<file path="src/rtl/display_scanout_if.sv">
// Framebuffer read bus between the scanout engine (master) and the external pixel RAM (slave).
// The RAM returns fb_data a fixed number of cycles after it samples fb_addr.
interface display_scanout_if #(
  parameter int ADDR_WIDTH  = 16,
  parameter int PIXEL_WIDTH = 4
);
  logic [ADDR_WIDTH-1:0]  fb_addr;
  logic [PIXEL_WIDTH-1:0] fb_data;

  modport master (output fb_addr, input fb_data);
  modport slave  (input fb_addr, output fb_data);
endinterface

</file>
<file path="src/rtl/display_scanout.sv">
// VGA scanout: timing generator, scaled multi-page framebuffer walk, palette lookup and vblank page flip.
// Optional SCANOUT_TEST_PATTERN_EN adds a test_mode input that replaces fb_data with an fb_x^fb_y pattern.
module display_scanout #(
  parameter int H_ACTIVE         = 640,
  parameter int H_FP             = 16,
  parameter int H_SYNC           = 96,
  parameter int H_BP             = 48,
  parameter int V_ACTIVE         = 480,
  parameter int V_FP             = 10,
  parameter int V_SYNC           = 2,
  parameter int V_BP             = 33,
  parameter bit SYNC_ACTIVE_HIGH = 1'b0,
  parameter int FB_WIDTH         = 160,
  parameter int FB_HEIGHT        = 120,
  parameter int SCALE_X          = 4,
  parameter int SCALE_Y          = 4,
  parameter int FB_X0            = 0,
  parameter int FB_Y0            = 0,
  parameter int NUM_PAGES        = 2,
  parameter int PIXEL_WIDTH      = 4,
  parameter int CHANNEL_WIDTH    = 4,
  parameter int MEM_LATENCY      = 1,
  localparam int FB_DEPTH        = FB_WIDTH * FB_HEIGHT,
  localparam int ADDR_WIDTH      = ($clog2(FB_DEPTH * NUM_PAGES) > 1) ? $clog2(FB_DEPTH * NUM_PAGES) : 1,
  localparam int PAGE_WIDTH      = (NUM_PAGES > 1) ? $clog2(NUM_PAGES) : 1
) (
  input  logic                       clk_pix,
  input  logic                       rst_pix,
  display_scanout_if.master          fb,
  input  logic                       pal_we,
  input  logic [PIXEL_WIDTH-1:0]     pal_addr,
  input  logic [3*CHANNEL_WIDTH-1:0] pal_data,
  input  logic [3*CHANNEL_WIDTH-1:0] border_color,
  input  logic [PAGE_WIDTH-1:0]      swap_page,
  input  logic                       swap_req,
  output logic                       swap_ack,
  output logic [PAGE_WIDTH-1:0]      disp_page,
  output logic [CHANNEL_WIDTH-1:0]   o_red,
  output logic [CHANNEL_WIDTH-1:0]   o_green,
  output logic [CHANNEL_WIDTH-1:0]   o_blue,
  output logic                       hsync,
  output logic                       vsync,
  output logic                       de,
  output logic                       frame
`ifdef SCANOUT_TEST_PATTERN_EN
  ,
  input  logic                       test_mode
`endif
);

  localparam int H_TOTAL  = H_ACTIVE + H_FP + H_SYNC + H_BP;
  localparam int V_TOTAL  = V_ACTIVE + V_FP + V_SYNC + V_BP;
  localparam int HW       = $clog2(H_TOTAL);
  localparam int VW       = $clog2(V_TOTAL);
  localparam int HS_START = H_ACTIVE + H_FP;
  localparam int HS_END   = HS_START + H_SYNC;
  localparam int VS_START = V_ACTIVE + V_FP;
  localparam int VS_END   = VS_START + V_SYNC;
  localparam int X_END    = FB_X0 + FB_WIDTH * SCALE_X;
  localparam int Y_END    = FB_Y0 + FB_HEIGHT * SCALE_Y;
  localparam int XSW      = (SCALE_X > 1) ? $clog2(SCALE_X) : 1;
  localparam int YSW      = (SCALE_Y > 1) ? $clog2(SCALE_Y) : 1;
  localparam int DLY      = MEM_LATENCY + 2;
  localparam int CW3      = 3 * CHANNEL_WIDTH;
  localparam logic SYNC_IDLE = ~SYNC_ACTIVE_HIGH;

  function automatic logic [2**PAGE_WIDTH-1:0] page_valid_mask();
    logic [2**PAGE_WIDTH-1:0] m;
    for (int i = 0; i < 2**PAGE_WIDTH; i++) m[i] = (i < NUM_PAGES);
    return m;
  endfunction

  localparam logic [2**PAGE_WIDTH-1:0] PAGE_VALID = page_valid_mask();

  typedef struct packed {
    logic hs;
    logic vs;
    logic de;
    logic in_fb;
  } ctl_t;

  logic [HW-1:0]          sx;
  logic [VW-1:0]          sy;
  logic                   active, hs_now, vs_now, col_in_win, row_in_win, in_fb;
  logic                   line_end, frame_end, flip_now, swap_valid;
  logic [XSW-1:0]         x_sub;
  logic [YSW-1:0]         y_sub;
  logic [ADDR_WIDTH-1:0]  fb_x, line_base, page_base, fb_addr_q, next_base;
  logic                   flip_pend;
  logic [PAGE_WIDTH-1:0]  pend_page, next_page;
  ctl_t                   ctl_now, ctl_out;
  ctl_t                   ctl_d [DLY];
  logic [CW3-1:0]         palette [2**PIXEL_WIDTH];
  logic [CW3-1:0]         pal_q;
  logic [PIXEL_WIDTH-1:0] pal_idx;

  // Raster position decode; everything downstream is relative to the counter state.
  assign active     = (int'(sx) < H_ACTIVE) && (int'(sy) < V_ACTIVE);
  assign hs_now     = (int'(sx) >= HS_START) && (int'(sx) < HS_END);
  assign vs_now     = (int'(sy) >= VS_START) && (int'(sy) < VS_END);
  assign col_in_win = (int'(sx) >= FB_X0) && (int'(sx) < X_END);
  assign row_in_win = (int'(sy) >= FB_Y0) && (int'(sy) < Y_END) && (int'(sy) < V_ACTIVE);
  assign in_fb      = active && col_in_win && row_in_win;
  assign line_end   = (sx == HW'(H_TOTAL - 1));
  assign frame_end  = line_end && (sy == VW'(V_TOTAL - 1));
  assign flip_now   = (sx == '0) && (sy == VW'(V_ACTIVE));
  assign frame      = !rst_pix && (sx == '0) && (sy == '0);
  assign fb.fb_addr = fb_addr_q;

  always_ff @(posedge clk_pix) begin
    if (rst_pix) begin
      sx <= '0;
      sy <= '0;
    end else if (line_end) begin
      sx <= '0;
      sy <= (sy == VW'(V_TOTAL - 1)) ? '0 : sy + VW'(1);
    end else begin
      sx <= sx + HW'(1);
    end
  end

  // Incremental address walk: the sub-counters describe the pixel at the current sx/sy.
  always_ff @(posedge clk_pix) begin
    if (rst_pix) begin
      x_sub     <= '0;
      fb_x      <= '0;
      y_sub     <= '0;
      line_base <= '0;
      fb_addr_q <= '0;
    end else begin
      if (in_fb) begin
        fb_addr_q <= page_base + line_base + fb_x;
        if (x_sub == XSW'(SCALE_X - 1)) begin
          x_sub <= '0;
          fb_x  <= fb_x + ADDR_WIDTH'(1);
        end else begin
          x_sub <= x_sub + XSW'(1);
        end
      end else begin
        x_sub <= '0;
        fb_x  <= '0;
      end
      if (frame_end) begin
        y_sub     <= '0;
        line_base <= '0;
      end else if (line_end && row_in_win) begin
        if (y_sub == YSW'(SCALE_Y - 1)) begin
          y_sub     <= '0;
          line_base <= line_base + ADDR_WIDTH'(FB_WIDTH);
        end else begin
          y_sub <= y_sub + YSW'(1);
        end
      end
    end
  end

  assign swap_valid = swap_req && PAGE_VALID[swap_page];
  assign next_page  = swap_valid ? swap_page : pend_page;

  // NOTE: always_comb outputs get a default first so no path leaves them unassigned (no latch).
  always_comb begin
    next_base = '0;
    for (int p = 0; p < NUM_PAGES; p++) begin
      if (next_page == PAGE_WIDTH'(p)) next_base = ADDR_WIDTH'(p * FB_DEPTH);
    end
  end

  // A request on the flip cycle itself wins over the pending page.
  always_ff @(posedge clk_pix) begin
    if (rst_pix) begin
      flip_pend <= 1'b0;
      pend_page <= '0;
      disp_page <= '0;
      page_base <= '0;
      swap_ack  <= 1'b0;
    end else begin
      swap_ack <= 1'b0;
      if (flip_now && (flip_pend || swap_valid)) begin
        disp_page <= next_page;
        page_base <= next_base;
        swap_ack  <= 1'b1;
        flip_pend <= 1'b0;
      end else if (swap_valid) begin
        pend_page <= swap_page;
        flip_pend <= 1'b1;
      end
    end
  end

  assign ctl_now = '{hs: hs_now, vs: vs_now, de: active, in_fb: in_fb};
  assign ctl_out = ctl_d[DLY-1];

  always_ff @(posedge clk_pix) begin
    if (rst_pix) begin
      for (int i = 0; i < DLY; i++) ctl_d[i] <= '0;
    end else begin
      ctl_d[0] <= ctl_now;
      for (int i = 1; i < DLY; i++) ctl_d[i] <= ctl_d[i-1];
    end
  end

`ifdef SCANOUT_TEST_PATTERN_EN
  logic                   test_mode_q;
  logic [ADDR_WIDTH-1:0]  fb_y;
  logic [PIXEL_WIDTH-1:0] tp_d [MEM_LATENCY+1];

  // Pattern index travels beside fb_addr and the RAM latency so it meets the palette stage aligned.
  always_ff @(posedge clk_pix) begin
    if (rst_pix) begin
      test_mode_q <= 1'b0;
      fb_y        <= '0;
      for (int i = 0; i <= MEM_LATENCY; i++) tp_d[i] <= '0;
    end else begin
      if (frame) test_mode_q <= test_mode;
      if (frame_end) fb_y <= '0;
      else if (line_end && row_in_win && (y_sub == YSW'(SCALE_Y - 1))) fb_y <= fb_y + ADDR_WIDTH'(1);
      if (in_fb) tp_d[0] <= PIXEL_WIDTH'(fb_x ^ fb_y);
      for (int i = 1; i <= MEM_LATENCY; i++) tp_d[i] <= tp_d[i-1];
    end
  end

  assign pal_idx = test_mode_q ? tp_d[MEM_LATENCY] : fb.fb_data;
`else
  assign pal_idx = fb.fb_data;
`endif

  // NOTE: the palette RAM and its read register are deliberately not reset so they map onto RAM;
  // a same-cycle write to the entry being read returns the old contents.
  always_ff @(posedge clk_pix) begin
    if (pal_we) palette[pal_addr] <= pal_data;
    pal_q <= palette[pal_idx];
  end

  always_ff @(posedge clk_pix) begin
    if (rst_pix) begin
      {o_red, o_green, o_blue} <= '0;
      de    <= 1'b0;
      hsync <= SYNC_IDLE;
      vsync <= SYNC_IDLE;
    end else begin
      de    <= ctl_out.de;
      hsync <= ctl_out.hs ^ SYNC_IDLE;
      vsync <= ctl_out.vs ^ SYNC_IDLE;
      if (!ctl_out.de)        {o_red, o_green, o_blue} <= '0;
      else if (ctl_out.in_fb) {o_red, o_green, o_blue} <= pal_q;
      else                    {o_red, o_green, o_blue} <= border_color;
    end
  end

endmodule

</file>
<file path="src/flat_wrapper.sv">
// flat-port wrapper written by rule: the top's interface ports become plain ports
module display_scanout_flat 
#(
  parameter int H_ACTIVE         = 640,
  parameter int H_FP             = 16,
  parameter int H_SYNC           = 96,
  parameter int H_BP             = 48,
  parameter int V_ACTIVE         = 480,
  parameter int V_FP             = 10,
  parameter int V_SYNC           = 2,
  parameter int V_BP             = 33,
  parameter bit SYNC_ACTIVE_HIGH = 1'b0,
  parameter int FB_WIDTH         = 160,
  parameter int FB_HEIGHT        = 120,
  parameter int SCALE_X          = 4,
  parameter int SCALE_Y          = 4,
  parameter int FB_X0            = 0,
  parameter int FB_Y0            = 0,
  parameter int NUM_PAGES        = 2,
  parameter int PIXEL_WIDTH      = 4,
  parameter int CHANNEL_WIDTH    = 4,
  parameter int MEM_LATENCY      = 1,
  localparam int FB_DEPTH        = FB_WIDTH * FB_HEIGHT,
  localparam int ADDR_WIDTH      = ($clog2(FB_DEPTH * NUM_PAGES) > 1) ? $clog2(FB_DEPTH * NUM_PAGES) : 1,
  localparam int PAGE_WIDTH      = (NUM_PAGES > 1) ? $clog2(NUM_PAGES) : 1
)
  (clk_pix, rst_pix, pal_we, pal_addr, pal_data, border_color, swap_page, swap_req, swap_ack, disp_page, o_red, o_green, o_blue, hsync, vsync, de, frame, fb_fb_addr, fb_fb_data);
  display_scanout_if #(.PIXEL_WIDTH(PIXEL_WIDTH)) fb_i ();
  input  logic clk_pix;
  input  logic rst_pix;
  input  logic pal_we;
  input  logic [PIXEL_WIDTH-1:0] pal_addr;
  input  logic [3*CHANNEL_WIDTH-1:0] pal_data;
  input  logic [3*CHANNEL_WIDTH-1:0] border_color;
  input  logic [PAGE_WIDTH-1:0] swap_page;
  input  logic swap_req;
  output logic swap_ack;
  output logic [PAGE_WIDTH-1:0] disp_page;
  output logic [CHANNEL_WIDTH-1:0] o_red;
  output logic [CHANNEL_WIDTH-1:0] o_green;
  output logic [CHANNEL_WIDTH-1:0] o_blue;
  output logic hsync;
  output logic vsync;
  output logic de;
  output logic frame;
  output wire logic [$bits(fb_i.fb_addr)-1:0] fb_fb_addr;
  input wire logic [$bits(fb_i.fb_data)-1:0] fb_fb_data;
  assign fb_fb_addr = fb_i.fb_addr;
  assign fb_i.fb_data = fb_fb_data;
  display_scanout #(.H_ACTIVE(H_ACTIVE), .H_FP(H_FP), .H_SYNC(H_SYNC), .H_BP(H_BP), .V_ACTIVE(V_ACTIVE), .V_FP(V_FP), .V_SYNC(V_SYNC), .V_BP(V_BP), .SYNC_ACTIVE_HIGH(SYNC_ACTIVE_HIGH), .FB_WIDTH(FB_WIDTH), .FB_HEIGHT(FB_HEIGHT), .SCALE_X(SCALE_X), .SCALE_Y(SCALE_Y), .FB_X0(FB_X0), .FB_Y0(FB_Y0), .NUM_PAGES(NUM_PAGES), .PIXEL_WIDTH(PIXEL_WIDTH), .CHANNEL_WIDTH(CHANNEL_WIDTH), .MEM_LATENCY(MEM_LATENCY)) u_core (.clk_pix(clk_pix), .rst_pix(rst_pix), .fb(fb_i), .pal_we(pal_we), .pal_addr(pal_addr), .pal_data(pal_data), .border_color(border_color), .swap_page(swap_page), .swap_req(swap_req), .swap_ack(swap_ack), .disp_page(disp_page), .o_red(o_red), .o_green(o_green), .o_blue(o_blue), .hsync(hsync), .vsync(vsync), .de(de), .frame(frame));
endmodule
</file>
<file path="config.mk">
export PLATFORM = sky130hd
export DESIGN_NAME = display_scanout_flat
export DESIGN_NICKNAME = d
export VERILOG_FILES = /design/src/rtl/display_scanout_if.sv /design/src/rtl/display_scanout.sv /design/src/flat_wrapper.sv
export SDC_FILE = /design/constraint.sdc
export NUM_CORES = 1
export LEC_CHECK = 0
export CORE_UTILIZATION = 37
export DETAILED_ROUTE_END_ITERATION = 8
export DONT_BUFFER_PORTS = 1
export PLACE_DENSITY = 0.6
export REMOVE_ABC_BUFFERS = 1
export SYNTH_ARGS = -nofsm -noshare
export SYNTH_HDL_FRONTEND = slang
export SYNTH_SLANG_ARGS = --single-unit
</file>
<file path="constraint.sdc">
create_clock -name clk_pix -period 3.1 [get_ports clk_pix]
set_input_delay 0.775 -clock clk_pix [delete_from_list [all_inputs] [get_ports clk_pix]]
set_output_delay 0.775 -clock clk_pix [all_outputs]
set_load 0.03 [all_outputs]
</file>
==> out/metrics.yaml, run 1 <==
detailed_routing:
  routed-via-count: 6455
  viasPerCell: 5.22
  drt_pass1_iterations: 5
  drtAntennaViolNets: 0
  remaining_drc_errors: 0
  wl_per_cell_um: 19.7
  drtIter0Drc: 392
  totalWireLength_mm: 24.4
final_layout:
  antennaDiodeCount: 0
  num-fill-cells: 2827
  drive_gt1_share_pct: 18.0
  nets: 875
  final_common_cell: "edfxtp_1"
  stdcell_count: 1237
  area_growth_pct: 13.9
  post-route-util_pct: 43.0
  final_cell_mix: "192 x edfxtp_1, 110 x dfxtp_1, 75 x nor2_1"
timing:
  clock_skew_ps: 17.3
  fin_crit_sh_pct: 92.2
  finalSetupTns_ps: 0
  fin_crit_ps: 2860
  clock.fmax_ghz: 0.350
  worstMarginPinSlew_ps: 810
  finalMaxSlewViolations: 0
  rsz0062_at_grt: "no"
  timing.final.hold_violations: 0
  finalSetupViolCount: 0
  maxSlewHeadroom_pct: 45.8
  fin_ws_ps: 240
yosys:
  synth-edff-count: 192
  synth_top_area_share_pct: 48.3
  synth_fa_ha_area_share_pct: 3.25
  synthDistinctLibCells: 53
  yosysWarnings: 0
  syn_inst: 782
  seq_area_frac_synth_pct: 66.8
  synth_top_family_by_area: "multiplexers"
  ys_top_cells_by_area: "edfxtp_1 48%, dfxtp_1 18%, mux4_2 11%"
  yosys.area_share.simple_pct: 9.51
  syn_area_per_cell_um2: 15.3
  ys_ff_latch: 302
  synth_ff_type: "edfxtp_1"
  async_reset_ff_share_pct: 0
  yosysTopAreaCell: "edfxtp_1"
  synth-xor-area-share_pct: 3.30
  synth_area_um2: 11900
  synth_compound_area_share_pct: 2.66
  muxShareOfSynthArea_pct: 12.9
global_routing:
  grt_pass1_wl_mm: 38.2
  grt_pass1_vias: 6595
  grt_max_degree: 49
  grt_overflow: 0
  gr-usage-all-layers_pct: 15.1
  grt_antenna_before_repair: 0
die:
  die_area_um2: 33000
  core-area_um2: 31600
  start_util_pct: 37.7
  num_io_pins: 71
  die-height_um: 182
  rows: 65
  die_w_um: 182
clock_tree:
  htree_levels: 1
  ctsHoldBuffers: 0
  cts_buffers: 31
  cts_root_buf: "clkbuf_16"
  cts_sinks: 302
  clk_pin_slew_worst_paths_ps: 60
  clock_tree.buffer_depth: 3
  clkLatencyLatePin_ps: 570
  cts_tree: "done"
place:
  io_buffers: 0
  place_hpwl_mm: 14.9
  dp_slack_ps: 524
  place.gp.congestion: 0.773
  dp_cells: 1179
pwr:
  vdd_ir_drop_max_mv: 0.522
  power_density_nw_per_um2: 621
  power.leakage_nw: 4.63
worst_setup_path:
  path_max_fanout: 5
  worstRegToRegCells: 9
  reg2reg_from: "u_core.page_base[11]"
  critPathKind: "flop to primary output"
  crit_required_ps: 2320
  reg2reg_setup_slack_ps: 530
  timing.rr.end: "u_core.fb.fb_addr[15]"
  critPathLaunchType: "flop"
  critical_path.endpoint_type: "primary output"
  worstPathArrival_ps: 2080
run_status:
  status: "finished clean"
hold_path:
  hold_class: "primary input to flop"
  min_path_cells: 1
  hold_end: "u_core.pend_page"
  worstHoldStart: "rst_pix"
flow_run:
  drv_cap: 0
==> synthesized netlist by cell type (all sizes together) (8+ instances only) <==
master / number
clkbuf: 19
mux2i: 18
ha: 23
buf: 11
inv: 17
nor2b: 8
mux4: 60
xor2: 23
o21ai: 12
nor2: 77
nand3: 18
nand4: 15
nor4: 9
edfxtp: 192
a21oi: 20
nand2: 43
nor3: 26
dfxtp: 110
xnor2: 22
==> worst max-delay path, cell delays in order (launching register included) <==
cell	delay [ps]
dfxtp_1	350
inv_1	70
ha_1	160
nor4bb_1	270
nand4_1	220
nor4_2	260
buf_4	200
==> state kept, by name, summed over array words and instances, names as in the netlist, 2 cells and up <==
register	count
u_core.ctl_d	12
u_core.fb.fb_addr	16
u_core.fb_x	16
u_core.line_base	11
u_core.o_blue	4
u_core.o_green	4
u_core.o_red	4
u_core.pal_q	12
u_core.palette	192
u_core.sx	10
u_core.sy	10
u_core.x_sub	2
u_core.y_sub	2
==> where the power goes <==
part | switching (mW) | internal [mW]
Clock | 1.52 | 2.30
Sequential | 0.0405 | 4.36
Combinational | 0.0898 | 0.133
Total | 1.65 | 6.80
==> kinds of logic after synthesis <==
family	Yosys count
multiplexers	79
AO/OA/AOI/OAI	52
adder cells (fa/ha/maj)	28
XOR/XNOR	45
flip-flops	302
AND/OR/NAND/NOR	229
buffers and inverters	47
==> final cells by class <==
cell class / count / area [µm²] / share of cell area (%)
well taps: 402 / 503 / 3.70
multi-input cells: 433 / 3800 / 28.0
clock inverters: 7 / 100 / 0.736
flip-flops and latches: 302 / 7970 / 58.6
clock buffers: 51 / 973 / 7.16
inverters: 17 / 63.8 / 0.469
repair buffers: 25 / 188 / 1.38
==> worst max-delay path by stage <==
stage / startpoint / to / slack, ps
floorplan: u_core.page_base[11] / u_core.fb.fb_addr[15] / 390
global placement: u_core.page_base[11] / u_core.fb.fb_addr[15] / 550
detailed placement: u_core.line_base[8] / u_core.fb.fb_addr[15] / 520
CTS: u_core.sy[0] / frame / 190
global route: u_core.sy[0] / frame / 50
finish: u_core.sy[0] / frame / 240
==> stage by stage <==
stage	power, mW	hold WS [ps]	cell area, µm²
finish	8.45	284	13600
global placement	4.71	358	12500
detailed placement	4.72	359	12500
global route	8.73	253	13600
floorplan	4.65	352	11800
CTS	8.55	255	13600
==> layer usage <==
| layer | global-route usage, % | part of all wire, % |
|---|---|---|
| met4 | 4.10 | 2.3 |
| met2 | 24.0 | 46 |
| met1 | 21.0 | 46 |
| met5 | 0 | 0 |
| met3 | 3.03 | 5.3 |
==> timing repair <==
| item | in CTS | in global routing |
|---|---|---|
| setup buffers | 0 | 0 |
| endpoints found under the setup margin | 0 | 1 |
| gates resized for setup | 0 | 1 |
| hold endpoints to repair | 0 | 0 |
(Power assumes the default switching activity.)
==> run 2: changes to the inputs <==
Settings changed: SKIP_CTS_REPAIR_TIMING set to 1.
==> results of run 2 <==
Final layout, timing and power as in run 1 (identical DEF).
